==> config.mk <==
export PLATFORM = sky130hd
export DESIGN_NAME = hvsync_generator_flat
export DESIGN_NICKNAME = d
export VERILOG_FILES = /design/src/rtl/hvsync_pkg.sv /design/src/rtl/hvsync_if.sv /design/src/rtl/hvsync_generator_raster_counter.sv /design/src/rtl/hvsync_generator.sv /design/src/flat_wrapper.sv
export SDC_FILE = /design/constraint.sdc
export NUM_CORES = 1
export LEC_CHECK = 0
export ABC_AREA = 1
export CAP_MARGIN = 20
export CORE_AREA = 4 4 48 67
export CTS_CLUSTER_SIZE = 16
export DETAILED_ROUTE_END_ITERATION = 12
export DIE_AREA = 0 0 52 71
export GPL_TIMING_DRIVEN = 0
export PLACE_DENSITY_LB_ADDON = 0.05
export RECOVER_POWER = 25
export SLEW_MARGIN = 25
export SYNTH_ARGS = -nofsm -noshare
export SYNTH_HDL_FRONTEND = slang
export SYNTH_SLANG_ARGS = --single-unit
==> constraint.sdc <==
create_clock -name clk -period 1.25 [get_ports clk]
set_input_delay 0.125 -clock clk [delete_from_list [all_inputs] [get_ports clk]]
set_output_delay 0.125 -clock clk [all_outputs]
set_load 0.05 [all_outputs]
==> src/rtl/hvsync_pkg.sv <==
// Shared raster timing constants and coordinate type for the hvsync generator.
package hvsync_pkg;

    localparam int H_DISPLAY = 256;
    localparam int H_BACK    = 23;
    localparam int H_FRONT   = 7;
    localparam int H_SYNC    = 23;
    localparam int V_DISPLAY = 240;
    localparam int V_TOP     = 5;
    localparam int V_BOTTOM  = 14;
    localparam int V_SYNC    = 3;

    localparam int H_SYNC_START = H_DISPLAY + H_FRONT;
    localparam int H_SYNC_END   = H_DISPLAY + H_FRONT + H_SYNC - 1;
    localparam int H_MAX        = H_DISPLAY + H_BACK + H_FRONT + H_SYNC - 1;
    localparam int V_SYNC_START = V_DISPLAY + V_BOTTOM;
    localparam int V_SYNC_END   = V_DISPLAY + V_BOTTOM + V_SYNC - 1;
    localparam int V_MAX        = V_DISPLAY + V_TOP + V_BOTTOM + V_SYNC - 1;

    typedef logic [8:0] coord_t;

endpackage

==> src/rtl/hvsync_if.sv <==
// Video timing bundle: the generator drives it, pixel renderers consume it.
interface hvsync_if;
    import hvsync_pkg::*;

    logic   hsync;
    logic   vsync;
    logic   display_on;
    coord_t hpos;
    coord_t vpos;

    modport master (output hsync, output vsync, output display_on, output hpos, output vpos);
    modport slave  (input hsync, input vsync, input display_on, input hpos, input vpos);
endinterface

==> src/rtl/hvsync_generator_raster_counter.sv <==
// Modulo counter (0..MAX) with synchronous clear and increment enable.
module raster_counter
    import hvsync_pkg::*;
#(
    parameter int MAX = 511
) (
    input  logic   clk,
    input  logic   clear,
    input  logic   enable,
    output coord_t count
);

    always_ff @(posedge clk) begin
        if (clear) begin
            count <= '0;
        end else if (enable) begin
            count <= (count == coord_t'(MAX)) ? '0 : count + 9'd1;
        end
    end

endmodule

==> src/rtl/hvsync_generator.sv <==
// Free-running raster timing generator. Define HVSYNC_ACTIVE_LOW_EN for
// active-low hsync/vsync; default build drives active-high sync pulses.
module hvsync_generator
    import hvsync_pkg::*;
(
    input  logic     clk,
    input  logic     reset,
    hvsync_if.master vid
);

    if (H_MAX > 511 || V_MAX > 511) begin : g_range_check
        $error("hvsync_generator: H_MAX/V_MAX exceed 9-bit coordinate range");
    end

`ifdef HVSYNC_ACTIVE_LOW_EN
    localparam logic SYNC_IDLE = 1'b1;
`else
    localparam logic SYNC_IDLE = 1'b0;
`endif

    coord_t hpos;
    coord_t vpos;
    logic   hmaxxed;
    logic   hsync_q;
    logic   vsync_q;
    logic   h_window;
    logic   v_window;

    assign hmaxxed = (hpos == coord_t'(H_MAX));

    raster_counter #(.MAX(H_MAX)) u_hcount (
        .clk    (clk),
        .clear  (reset),
        .enable (1'b1),
        .count  (hpos)
    );

    raster_counter #(.MAX(V_MAX)) u_vcount (
        .clk    (clk),
        .clear  (reset),
        .enable (hmaxxed),
        .count  (vpos)
    );

    // Windows decode the pre-edge position, so the sync outputs lag by one clock.
    assign h_window = (hpos >= coord_t'(H_SYNC_START)) && (hpos <= coord_t'(H_SYNC_END));
    assign v_window = (vpos >= coord_t'(V_SYNC_START)) && (vpos <= coord_t'(V_SYNC_END));

    always_ff @(posedge clk) begin
        if (reset) begin
            hsync_q <= SYNC_IDLE;
            vsync_q <= SYNC_IDLE;
        end else begin
            hsync_q <= h_window ? ~SYNC_IDLE : SYNC_IDLE;
            vsync_q <= v_window ? ~SYNC_IDLE : SYNC_IDLE;
        end
    end

    assign vid.hpos       = hpos;
    assign vid.vpos       = vpos;
    assign vid.hsync      = hsync_q;
    assign vid.vsync      = vsync_q;
    assign vid.display_on = (hpos < coord_t'(H_DISPLAY)) && (vpos < coord_t'(V_DISPLAY));

endmodule

==> src/flat_wrapper.sv <==
// flat-port wrapper written by rule: the top's interface ports become plain ports
module hvsync_generator_flat import hvsync_pkg::*;
  (clk, reset, vid_hsync, vid_vsync, vid_display_on, vid_hpos, vid_vpos);
  hvsync_if vid_i ();
  input  logic clk;
  input  logic reset;
  output wire logic [$bits(vid_i.hsync)-1:0] vid_hsync;
  output wire logic [$bits(vid_i.vsync)-1:0] vid_vsync;
  output wire logic [$bits(vid_i.display_on)-1:0] vid_display_on;
  output wire logic [$bits(vid_i.hpos)-1:0] vid_hpos;
  output wire logic [$bits(vid_i.vpos)-1:0] vid_vpos;
  assign vid_hsync = vid_i.hsync;
  assign vid_vsync = vid_i.vsync;
  assign vid_display_on = vid_i.display_on;
  assign vid_hpos = vid_i.hpos;
  assign vid_vpos = vid_i.vpos;
  hvsync_generator u_core (.clk(clk), .reset(reset), .vid(vid_i));
endmodule
After elaboration in Yosys (flattened, before gate mapping)
Index checks and enable logic that the tools add are counted.
Widths: inputs -> output; s select.
Cells by class
  order comparisons: 6
  $add $sub $neg: 2
  mux-type cells: 3
  reduce and logical (&&, ||, !) cells: 4
  equal/unequal tests: 2
Operators with widths (number)
  $add 9x1->9 const B: 2
  $eq 9x9->1 const B: 2
  $le 9x9->1 const B: 2
  $ge 9x8->1 const B: 1
  $ge 9x9->1 const B: 1
  $lt 9x8->1 const B: 1
  $lt 9x9->1 const B: 1
  $mux 9: 1
  $logic_and 1x1->1: 3
  $mux 1: 2
  $reduce_or 2->1: 1
Word-level totals
  word-level logic and storage cells: 21
  flip-flop bits (word level): 20

Depth between registers and ports, before layout
Gate-level depths: netlist (run 1).
  word-level depth: 3
  mapped depth: 11
  gate-level depth less buffers: 10

Modules after synthesis
A second synthesis (run 1) with hierarchy kept.
Second synthesis, totals
  cell total of the unflattened synthesis: 174
  area, all modules: 1142.3 µm²
Modules (own cells, without submodules)
  raster_counter (u_core.u_vcount): area each 489.2 µm², times used 1, seq. area each 180.2 µm², cells an instance 71
  raster_counter (u_core.u_hcount): area each 469.2 µm², times used 1, seq. area each 180.2 µm², cells an instance 67
  hvsync_generator: area each 183.9 µm², times used 1, seq. area each 40.0 µm², cells an instance 36

Worst setup path after synthesis (run 1)
OpenSTA, ideal clock, no wires.
  kind: reg2reg
  start point: reg u_core.u_hcount.count[0]
  end point: reg u_core.u_vcount.count[3]
  setup slack: -0.400 ns
  buffers on the path: 0
  data arrival time: 1.586 ns
  cell stages (with the launch flop): 10
  cells stage by stage: dfxtp_1 inv_1 ha_1 nand2_1 nor2_1 nand2_1 nand2_4 nand2_1 inv_2 nor2_1
Between the ends
  longest elaborated chain between the ends: 1
RTL lines
  start, declared: RTL line hvsync_generator_raster_counter.sv:10  | output coord_t count
  start signal, assigned: RTL line hvsync_generator_raster_counter.sv:17  | count <= (count == coord_t'(MAX)) ? '0 : count + 9'd1;
  $eq 9x9->1: RTL line hvsync_generator.sv:29  | assign hmaxxed = (hpos == coord_t'(H_MAX));
  end signal, assigned: RTL line hvsync_generator_raster_counter.sv:17
  end, declared: RTL line hvsync_generator_raster_counter.sv:10
Every way passes these cells.
A chain may end at the register's enable or synchronous reset.

Final worst setup path (run 1)
  start point: reg u_core.u_hcount.count[1]
  end point: reg u_core.u_vcount.count[2]
The elaborated chain is that of the path after synthesis.

==> results.yml, run 1 <==
place:
  dpl_worst_slack_ns: -0.361
  dp.cells: 237
  place_congestion: 0.898
  io_buffers: 22
  dp_hpwl_mm: 2.12
sta:
  fin_crit_sh: 1.05
  rsz0062_at_grt: "yes"
  hold_violations: 0
  drv_slew: 0
  setup_viol: 7
  finalSetupTns_ns: -0.323
  fmax_mhz: 760
  post-route-worst-setup-slack_ns: -0.0664
  slew_headroom: 0.815
  period_needed_ns: 1.32
  worstMarginPinSlew_ns: 0.275
  skew_ns: 0.0126
drt:
  wl_mm: 2.98
  first_pass_iters: 4
  postRouteAntennaNets: 0
  routedWlPerCell_um: 11.9
  drtIter0Drc: 18
  via_per_inst: 4.88
  drc: 0
  vias: 1221
floorplanning:
  start_util: 0.438
  die_w_um: 52
  rows: 22
  core_region_area_mm2: 0.00262
  die_area_mm2: 0.00369
  die_y_um: 71
  io-pin-count: 23
critical_path:
  arrival_ns: 1.55
  critPathCaptureType: "register"
  worstPathMaxFanout: 5
  startpoint_type: "register"
  required_ns: 1.48
  critPathKind: "reg -> reg"
global_routing:
  grt.total_usage: 0.165
  antenna_found_initial: 0
  grt_pass1_vias: 1208
  grt_pass1_wl_mm: 4.80
  grt_max_degree: 12
  grt_overflow: 0
finish:
  mostFrequentLayoutCells: "nand2_1 (36), inv_1 (24), nor2_1 (23)"
  drive_above_1_share: 0.435
  areaGrowthSynthToFinish_pct: 47.4
  fin_nets: 223
  fin_cells: 250
  final_common_cell: "nand2_1"
  antenna_cells: 0
synthesis:
  syn-cell-area_mm2: 0.00115
  synth_seq_area_share: 0.349
  ys_types: 21
  ys_ff_latch: 20
  synthCells: 179
  yosysWarningCount: 0
  synth_fp_nets: 187
  syn_avg_cell_area_um2: 6.40
cts:
  cts_buffers: 3
  path_clk_slew_ns: 0.10
  root_buffer: "clkbuf_4"
  cts_buffer_depth: 2
  cts_sinks: 20
  htreeDepth: 1
  cts_tree: "done"
  clk_latency_ns: 0.30
min_path:
  min_path_type: "reg -> reg"
power_and_ir_drop:
  p_per_area_mw_per_mm2: 650
  p_leak_nw: 0.730
  peakVddDrop_mv: 0.577
  power_mw: 1.10
status:
  violations: "negative setup slack"
  outcome: "complete, but fails checks"
flow_run:
  maxCapViolations: 0
==> where the power goes <==
group	switching, mW	internal (mW)
Combinational	0.0814	0.0526
Sequential	0.0140	0.634
Clock	0.191	0.124
Total	0.287	0.811
==> kinds of logic after synthesis <==
kind of cell	synth area share
flip-flops	0.349
XOR/XNOR	0.0153
AND/OR/NAND/NOR	0.400
adder cells (fa/ha/maj)	0.0655
buffers and inverters	0.112
AO/OA/AOI/OAI	0.0579
==> registers in the layout (all words and copies together), names as in the netlist <==
| name | count |
|---|---|
| u_core.u_hcount.count | 9 |
| u_core.u_vcount.count | 9 |
| u_core.vid.hsync | 1 |
| u_core.vid.vsync | 1 |
==> synthesized netlist by cell type <==
master   number  share of area
nand2_1      45           0.15
nand2_2       2          0.011
ha_1          6          0.066
and3_1        1         0.0055
nand3_1      16          0.070
buf_2         1         0.0044
a21oi_1       6          0.026
nor2_2        4          0.022
inv_2         3         0.0098
nand2_4       1         0.0098
a31oi_1       1         0.0055
nor2_1       29          0.095
xor2_1        1         0.0076
dfxtp_1      20           0.35
o21ai_0       6          0.026
xnor2_1       1         0.0076
buf_6         1         0.0098
nor3b_1       1         0.0066
nor3_1        5          0.022
nand4_1       2          0.011
inv_1        27          0.088
==> final cells by class <==
type	instances	area, um2
sequential	20	440
inverter	30	115
buffer	2	22.5
multi-input combinational	127	758
fill	231	926
timing repair buffer	31	282
clock buffer	4	26.3
tap	36	45.0
==> final timing paths <==
| check | start | end | slack, ns | cells after the start |
|---|---|---|---|---|
| max | u_core.u_hcount.count[1] | u_core.u_vcount.count[2] | -0.07 | 11 |
| max reg2reg | u_core.u_hcount.count[1] | u_core.u_vcount.count[2] | -0.07 | 11 |
| min reg2reg | u_core.u_hcount.count[0] | u_core.u_hcount.count[0] | 0.46 | 1 |
| min | u_core.u_hcount.count[0] | u_core.u_hcount.count[0] | 0.46 | 1 |
==> worst max-delay path, stage by stage, from the launching register on <==
cell and delay, ns:
dfxtp_4 0.38, inv_4 0.06, ha_4 0.14, nand2_4 0.05, inv_2 0.05, nand2_2 0.06, nor2_4 0.15, buf_6 0.15
nand2_2 0.04, nand2_1 0.05, nand2_1 0.06, nor2_2 0.07
==> metrics by stage <==
stage | cell area (um2) | hold slack (ns) | utilization
final | 1690 | 0.459 | 0.646
after global routing | 1690 | 0.484 | 0.646
after CTS | 1640 | 0.462 | 0.625
after detailed placement | 1490 | 0.457 | 0.570
after global placement | 1490 | 0.459 | 0.570
after floorplan | 1230 | 0.189 | -
==> repair_timing <==
item	in CTS	in global routing
endpoints found under the setup margin	37	24
gates cloned	1	0
hold buffers	0	0
gates resized for setup	90	27
pin swaps	2	2
buffers inserted	4	4
==> routing by layer <==
metal  wire (um)  track usage  part of all wire
met1        1200        0.172              0.40
met5           0            0                 0
met4          65       0.0671             0.022
met2        1630        0.312              0.55
met3          78       0.0253             0.026
Power figures use the tool's default switching activity.
==> inputs of run 2 (changes only) <==
CORE_AREA = 2 2 46 65   (was 4 4 48 67)
DIE_AREA = 0 0 48 67   (was 0 0 52 71)
==> results.yml, run 2 (synthesis results as in run 1) <==
floorplanning:
  rows: 22
  die_w_um: 48
  io-pin-count: 23
  die_area_mm2: 0.00322
  die_y_um: 67
  start_util: 0.438
  core_region_area_mm2: 0.00262
cts:
  postCtsHoldBufs: 0
  cts_buffer_depth: 2
  root_buffer: "clkbuf_4"
  clk_latency_ns: 0.30
  cts_sinks: 20
  htreeDepth: 1
  cts_tree: "done"
  path_clk_slew_ns: 0.12
  cts_buffers: 3
power_and_ir_drop:
  p_clk_frac: 0.295
  peakVddDrop_mv: 0.492
  switching_power_mw: 0.300
  power_mw: 1.11
  combPwrFrac: 0.124
  power_switching_share: 0.270
  internal-power_mw: 0.811
  p_leak_nw: 0.711
  pwr-share-seq: 0.581
  p_per_area_mw_per_mm2: 670
critical_path:
  timing.critical_path.slowest_cell_delay_ns: 0.37
  critPathSlowestCell: "dfxtp_4"
  critPathKind: "reg -> out"
  startpoint_type: "register"
  worstPathMaxFanout: 4
  required_ns: 1.12
  critPathCaptureType: "primary output"
  cpMostUsedCell: "nand2_2"
  reg2regPathDepth: 11
  arrival_ns: 1.20
  worstPathCellList: "nand2_2, inv_2, nand2_2, and3_4, buf_8"
finish:
  final_common_cell: "nand2_1"
  fill_cells: 238
  antenna_cells: 0
  mostFrequentLayoutCells: "nand2_1 (36), inv_1 (23), nor2_1 (22), nand3_1 (12)"
  fin_nets: 221
  reg.largest.list: "u_core.u_hcount.count: 9 flops, u_core.u_vcount.count: 9 flops"
  drive_above_1_share: 0.429
  design_area_mm2: 0.00166
  areaGrowthSynthToFinish_pct: 44.8
  multi_input_area_um2: 752
  seqCellArea_um2: 443
global_routing:
  grt_pass1_wl_mm: 4.83
  antenna_found_initial: 0
  grt_pass1_vias: 1139
  grt.total_usage: 0.207
  grt_max_degree: 12
  grt_overflow: 0
flow_run:
  maxCapViolations: 0
place:
  post_dp_cell_area_mm2: 0.00149
  io_buffers: 22
  place_congestion: 0.855
  dp_hpwl_mm: 2.13
status:
  violations: "negative setup slack"
  outcome: "complete, but fails checks"
sta:
  rsz0062_at_grt: "yes"
  fin_crit_sh: 1.06
  setup_viol: 6
  hold_violations: 0
  period_needed_ns: 1.32
  drv_slew: 0
  slew_headroom: 0.789
  post-route-worst-setup-slack_ns: -0.0719
  worstMarginPinSlew_ns: 0.314
  skew_ns: 0.0110
  fmax_mhz: 756
drt:
  postRouteAntennaNets: 0
  via_per_inst: 4.92
  drc: 0
  vias: 1220
  routedWlPerCell_um: 12.0
  wl_mm: 2.97
  first_pass_iters: 4
  drtIter0Drc: 14
min_path:
  min_path_type: "in -> reg"
  worst_hold_path.num_cells: 2
==> run 2: cell types whose count changed in the layout (fill, tap and decap cells not counted), moves of 2 or more <==
cell,delta
buf_6,-2
a21oi_1,+2
nand3_2,-2
a21oi_2,-2
==> run 2: path summary, 6_finish.rpt <==
check,endpoint,start,slack [ns]
max reg2reg,u_core.u_vcount.count[4],u_core.u_hcount.count[1],-0.05
max,vid_display_on,u_core.u_vcount.count[5],-0.07
min reg2reg,u_core.u_hcount.count[8],u_core.u_hcount.count[8],0.51
min,u_core.u_vcount.count[6],reset,0.49
==> run 2: metal layers <==
layer | vias up | track usage | wire (um)
met1 | 572 | 0.219 | 1100
met3 | 8 | 0.0244 | 89
met2 | 24 | 0.372 | 1690
met5 | - | 0 | 0
li1 | 616 | - | -
met4 | 0 | 0.105 | 80
==> run 2: power groups by stage <==
stage / registers (mW) / clock network, mW / logic (mW)
2_1_floorplan: 0.690 / 0 / 0.0478
4_1_cts: 0.647 / 0.341 / 0.130
3_5_place_dp: 0.663 / 0 / 0.108
5_1_grt: 0.647 / 0.374 / 0.148
6_report: 0.646 / 0.328 / 0.137
3_3_place_gp: 0.663 / 0 / 0.105
==> run 2: layout make-up <==
cell class                      count  share of cell area
Buffer                              1             0.00679
Clock buffer                        4              0.0158
Inverter                           30              0.0709
Multi-Input combinational cell    127               0.453
Sequential cell                    20               0.267
Tap cell                           36              0.0271
Timing Repair Buffer               30               0.159
==> run 2: through the flow <==
step / instances / utilization / TNS (ns) / worst slack (ns) / hold WS [ns]
3_5_place_dp: 237 / 0.570 / -1.99 / -0.390 / 0.456
2_1_floorplan: 179 / - / -0.209 / -0.0422 / 0.189
4_1_cts: 246 / 0.623 / -0.361 / -0.0688 / 0.481
5_1_grt: 248 / 0.634 / -1.19 / -0.135 / 0.498
6_report: 248 / 0.634 / -0.249 / -0.0719 / 0.490
3_3_place_gp: 237 / 0.570 / -1.61 / -0.385 / 0.449
==> run 2: what timing repair did <==
item / 4_1_cts / 5_1_grt
pin swaps: 5 / 7
cloned: 1 / 0
endpoints found under the hold margin: 0 / 0
buffers inserted: 4 / 3
gates resized for setup: 87 / 32
setup endpoints to repair: 33 / 27
==> run 2: worst max-delay path: cells and delay by family, from the launching register on <==
family        cells  cell delay [ns]
flops             1             0.37
simple gates      3             0.33
buf+inv           2             0.19
